File: src/rtl/warp_rr_arbiter_pkg.sv
// Shared GPGPU constants for the warp round-robin arbiter.
// Holds the default requester count and the derived index width.
package warp_rr_arbiter_pkg;

    localparam int WARP_NUM_REQ = 4;
    localparam int WARP_IDX_W   = $clog2(WARP_NUM_REQ);

endpackage

File: src/rtl/warp_rr_arbiter_one2bin.sv
// One-hot to binary encoder for the arbiter grant index.
// A zero input encodes to index 0.
module warp_rr_arbiter_one2bin
    import warp_rr_arbiter_pkg::*;
#(
    parameter int N = WARP_NUM_REQ,
    parameter int W = WARP_IDX_W
) (
    input  logic [N-1:0] i_oh,
    output logic [W-1:0] o_idx
);

    always_comb begin
        o_idx = '0;
        for (int i = 0; i < N; i++) begin
            if (i_oh[i]) begin
                o_idx = o_idx | W'(i);
            end
        end
    end

endmodule

File: src/rtl/warp_rr_arbiter.sv
// Round-robin warp arbiter with a registered one-hot/binary grant.
// A single output register stage with valid/ready back-pressure.
module warp_rr_arbiter
    import warp_rr_arbiter_pkg::*;
#(
    parameter int NUM_REQ = WARP_NUM_REQ,
    parameter int IDX_W   = $clog2(NUM_REQ)
) (
    input  logic               clk,
    input  logic               rst,
    input  logic [NUM_REQ-1:0] req,
    output logic [NUM_REQ-1:0] req_ack,
    output logic               out_valid,
    input  logic               out_ready,
    output logic [NUM_REQ-1:0] grant_oh,
    output logic [IDX_W-1:0]   grant_idx
);

    localparam logic [2*NUM_REQ-1:0] ONE2 = {{(2*NUM_REQ-1){1'b0}}, 1'b1};

    logic                 r_valid;
    logic [NUM_REQ-1:0]   r_grant;
    logic [IDX_W-1:0]     r_idx;
    logic [IDX_W-1:0]     r_ptr;

    logic                 w_load;
    logic                 w_any;
    logic [NUM_REQ-1:0]   w_mask;
    logic [2*NUM_REQ-1:0] w_dbl;
    logic [2*NUM_REQ-1:0] w_iso;
    logic [NUM_REQ-1:0]   w_win;
    logic [IDX_W-1:0]     w_win_idx;
    logic [IDX_W-1:0]     w_ptr_nxt;

    assign w_load = !r_valid || out_ready;
    assign w_any  = |req;

    // Low half holds requests at or above ptr, high half all requests;
    // the lowest set bit of the pair is the round-robin winner.
    assign w_mask = {NUM_REQ{1'b1}} << r_ptr;
    assign w_dbl  = {req, req & w_mask};
    assign w_iso  = w_dbl & (~w_dbl + ONE2);
    assign w_win  = w_iso[NUM_REQ-1:0] | w_iso[2*NUM_REQ-1:NUM_REQ];

    warp_rr_arbiter_one2bin #(
        .N (NUM_REQ),
        .W (IDX_W)
    ) u_one2bin (
        .i_oh  (w_win),
        .o_idx (w_win_idx)
    );

    assign w_ptr_nxt = (w_win_idx == IDX_W'(NUM_REQ - 1))
                     ? '0 : w_win_idx + 1'b1;

    assign req_ack = (w_load && !rst) ? w_win : '0;

    always_ff @(posedge clk) begin
        if (rst) begin
            r_valid <= 1'b0;
            r_grant <= '0;
            r_idx   <= '0;
            r_ptr   <= '0;
        end else if (w_load) begin
            r_valid <= w_any;
            r_grant <= w_win;
            r_idx   <= w_win_idx;
            if (w_any) begin
                r_ptr <= w_ptr_nxt;
            end
        end
    end

    assign out_valid = r_valid;
    assign grant_oh  = r_grant;
    assign grant_idx = r_idx;

endmodule
File: config.mk
export PLATFORM = sky130hd
export DESIGN_NAME = warp_rr_arbiter
export DESIGN_NICKNAME = d
export VERILOG_FILES = /design/src/rtl/warp_rr_arbiter_pkg.sv /design/src/rtl/warp_rr_arbiter_one2bin.sv /design/src/rtl/warp_rr_arbiter.sv
export SDC_FILE = /design/constraint.sdc
export NUM_CORES = 1
export LEC_CHECK = 0
export CORE_MARGIN = 5
export CORE_UTILIZATION = 40
export DETAILED_ROUTE_END_ITERATION = 10
export HOLD_SLACK_MARGIN = 0.12
export PLACE_DENSITY = 0.69
export SYNTH_ARGS = -nofsm -noshare
export SYNTH_HDL_FRONTEND = slang
export SYNTH_SLANG_ARGS = --single-unit
File: constraint.sdc
create_clock -name clk -period 1.68 [get_ports clk]
set_input_delay 0.336 -clock clk [delete_from_list [all_inputs] [get_ports clk]]
set_output_delay 0.336 -clock clk [all_outputs]
set_load 0.01 [all_outputs]
==> summary.md <==
| Metric | Value |
|---|---|
| Fin util | `78.7%` |
| Largest family of logic cells by synthesized area | `simple AND/OR/NAND/NOR gates` |
| Clock Latency Late Sink | `0.27 ns` |
| Final Hold Fails | `0` |
| Leak pwr | `0.000435 uW` |
| Critical path class | `register to output port` |
| Syn Inst Count | `67` |
| Area of the die | `0.00218 sq mm` |
| CTS sink cnt | `9` |
| Share of layout cells above drive strength 1 | `50.9%` |
| Most frequent cells in the layout | `buf_4 (22), nor2_1 (10), clkdlybuf4s50_1 (9)` |
| Root Driver | `clkbuf_4` |
| Final GP Congestion | `0.778` |
| Inserted Clock Buffers | `3` |
| VDD IR max | `0.000437 V` |
| Simple-gate share of the synthesized area | `31.8%` |
| Avg Inst Size Synth | `8.05 sq um` |
| FF-to-FF End | `r_ptr[1]$_SDFFE_PP0P_` |
| WL final | `1960 um` |
| First-pass GRT wire length | `2980 um` |
| 1st-pass router iterations | `4` |
| Vias per cell | `5.58` |
| Worst Tran Pin Value | `0.278 ns` |
| Worst EP required | `1.34 ns` |
| Hold slack | `0.467 ns` |
| Remaining Overflow, GRT | `0` |
| Hold Crit Depth | `2` |
| Top cell type's share of synthesized area | `33.4%` |
| Syn_nets | `74` |
| H-tree Lvls | `1` |
| Synth Area in Adders | `0%` |
| CTS tree | `done` |
| Netlist Area Pre-Place | `539 sq um` |
| Commonest non-fill, non-tap cell in the layout | `buf_4` |
| DRT iter0 DRCs | `23` |
| CTS Buffer Depth | `2` |
| Sequential area share after synthesis | `33.4%` |
| IO Pins | `18` |
| Drt drc | `0` |
| Yosys top cell by area | `dfxtp_1` |
| CP Launch Type | `register` |
| Ant diodes | `0` |
| Hold Path End | `grant_oh[3]$_SDFFE_PP0N_` |
| Antenna-violating nets left | `0` |
| Buffers & Inverters on Critical Path | `1` |
| Synth Area in XOR/XNOR | `0%` |
| Vias in the first global route | `672` |
| Crit-path max cell delay | `0.37 ns` |
| R2R depth | `8` |
| CP max stage cell | `dfxtp_4` |
| Worst setup slack after layout | `-0.0667 ns` |
| Tcrit/Tclk final | `104%` |
| Post-DP HPWL | `1100 um` |
| Reg clk slew, reported paths | `0.07 ns` |
| Post-route minimum period | `1.75 ns` |
| Worst Skew | `0.00453 ns` |
| Worst Hold Class | `register to register` |
| Cell chain of the critical path | `and2b_4 -> o311ai_4 -> nand2_2 -> nor2_1 -> buf_2` |
| Place WS | `-0.667 ns` |
| Cell family with most CP delay | `simple AND/OR/NAND/NOR gates` |
| Buffers on Ports | `17` |
| Antenna violations before repair | `0` |
| CP endpoint kind | `output port` |
| Final Max Tran Viols | `0` |
| Nets@finish | `118` |
| Die width | `46.7 um` |
| RSZ-0062 raised after global routing | `true` |
| Reg2reg setup slack | `-0.03 ns` |
| Largest net degree at the start of global routing | `10` |
| Post-synthesis mux area share | `0%` |
| Slew Limit Headroom | `81.3%` |
| Core ar. | `0.00128 sq mm` |
| Global Route Usage Sum | `19.5%` |
| Worst r2r src | `r_ptr[0]$_SDFFE_PP0P_` |
| Complex-gate fraction of the synthesized area | `28.1%` |
| Failing checks | `negative setup slack` |
| Yosys warns | `0` |
| Yosys cell types | `33` |
| Die height | `46.7 um` |
| # Max-Cap Violations | `0` |
| Row count | `13` |
| CP Depth | `5` |
| Area growth, synth to finish | `87.5%` |
| Final setup violation count | `4` |
| Crit path DAT | `1.41 ns` |
| Number of synthesized register bits | `9` |
| Power Dens Cells | `700 mW/mm^2` |
| Status | `complete, but fails checks` |
| Maximum clock rate | `0.573 GHz` |
| Routed WL per cell | `15.7 um` |
| Initial Util | `42.0%` |
| Hold path start | `grant_oh[3]$_SDFFE_PP0N_` |
| Crit Path Max Fanout | `4` |
| Via count | `697` |
| Top cells by area, synth | `dfxtp_1 (33%), nor2_1 (7.7%), o311ai_4 (4.9%)` |
## cell type report
cell class                 instances  area [sq um]
clock buffer                       4          26.3
fill                              90           274
inverter                           2          10.0
multi-input combinational         51           402
sequential                         9           188
tap                               15          18.8
timing repair buffer              44           367
## logic make-up after synthesis
| logic type | Yosys count |
|---|---|
| buffers and inverters | 7 |
| AO/OA/AOI/OAI | 19 |
| flip-flops | 9 |
| AND/OR/NAND/NOR | 32 |
## power breakdown
| group | internal [uW] | leakage (uW) | total [uW] | switching, uW |
|---|---|---|---|---|
| clock | 91.8 | 0.0000150 | 175 | 83.2 |
| sequential | 232 | 0.0000755 | 252 | 19.6 |
| combinational | 160 | 0.000345 | 281 | 121 |
| total | 484 | 0.000435 | 708 | 224 |
## repair_timing
item / in CTS / in global routing
setup endpoints to repair: 4 / 6
resized for setup: 35 / 14
pin swaps: 8 / 5
setup buffers: 5 / 3
hold buffers: 0 / 0
## routing by layer
metal / GRT usage [%] / vias up / wire length [um]
met5: 0 / - / 0
met4: 7.73 / 0 / 23
met3: 4.30 / 6 / 93
met2: 32.1 / 26 / 1010
met1: 24.7 / 339 / 835
li1: - / 326 / -
## worst reg2reg max path: cells and delay by family (launching register included)
kind | cells | cell delay, ns
flops | 1 | 0.37
compound gates | 2 | 0.43
simple gates | 2 | 0.30
buf+inv | 4 | 0.52
## worst max path at each step
stage | to | start
final | req_ack[2] | r_ptr[0]$_SDFFE_PP0P_
after global routing | req_ack[2] | r_ptr[0]$_SDFFE_PP0P_
after CTS | req_ack[3] | out_ready
after detailed placement | req_ack[2] | req[0]
after global placement | req_ack[2] | req[0]
after floorplan | req_ack[2] | req[1]
## cell usage after synthesis
library cell and count:
nor2_1 11, dfxtp_1 9, a21oi_1 5, nand2b_1 4, nand2_1 3, nor3_1 3, o21ai_0 3, a311oi_1 2
buf_2 2, nand3_1 2, a211o_1 1, a21oi_2 1, and2_1 1, and2b_4 1, buf_1 1, buf_6 1
clkbuf_1 1, inv_1 1, inv_2 1, nand2_2 1, nand3b_1 1, nor2b_1 1, nor3b_1 1, nor4_1 1
o2111ai_1 1, o211ai_1 1, o21a_1 1, o21ba_1 1, o221ai_1 1, o311ai_4 1, o31ai_1 1, or2b_1 1
or3_4 1
## state kept, by name, summed over array words and instances, names as in the netlist
name / count
grant_idx: 2
grant_oh: 4
out_valid: 1
r_ptr: 2
## through the flow
step	total power [uW]	area, sq um	setup TNS, ns	std cells
after detailed placement	463	842	-2.67	113
after floorplan	353	539	0	67
after global routing	737	1010	-0.505	125
after global placement	461	842	-2.60	113
after CTS	667	943	-0.0805	122
final	708	1010	-0.139	125
No activity file was read; power rests on OpenSTA's default activity.
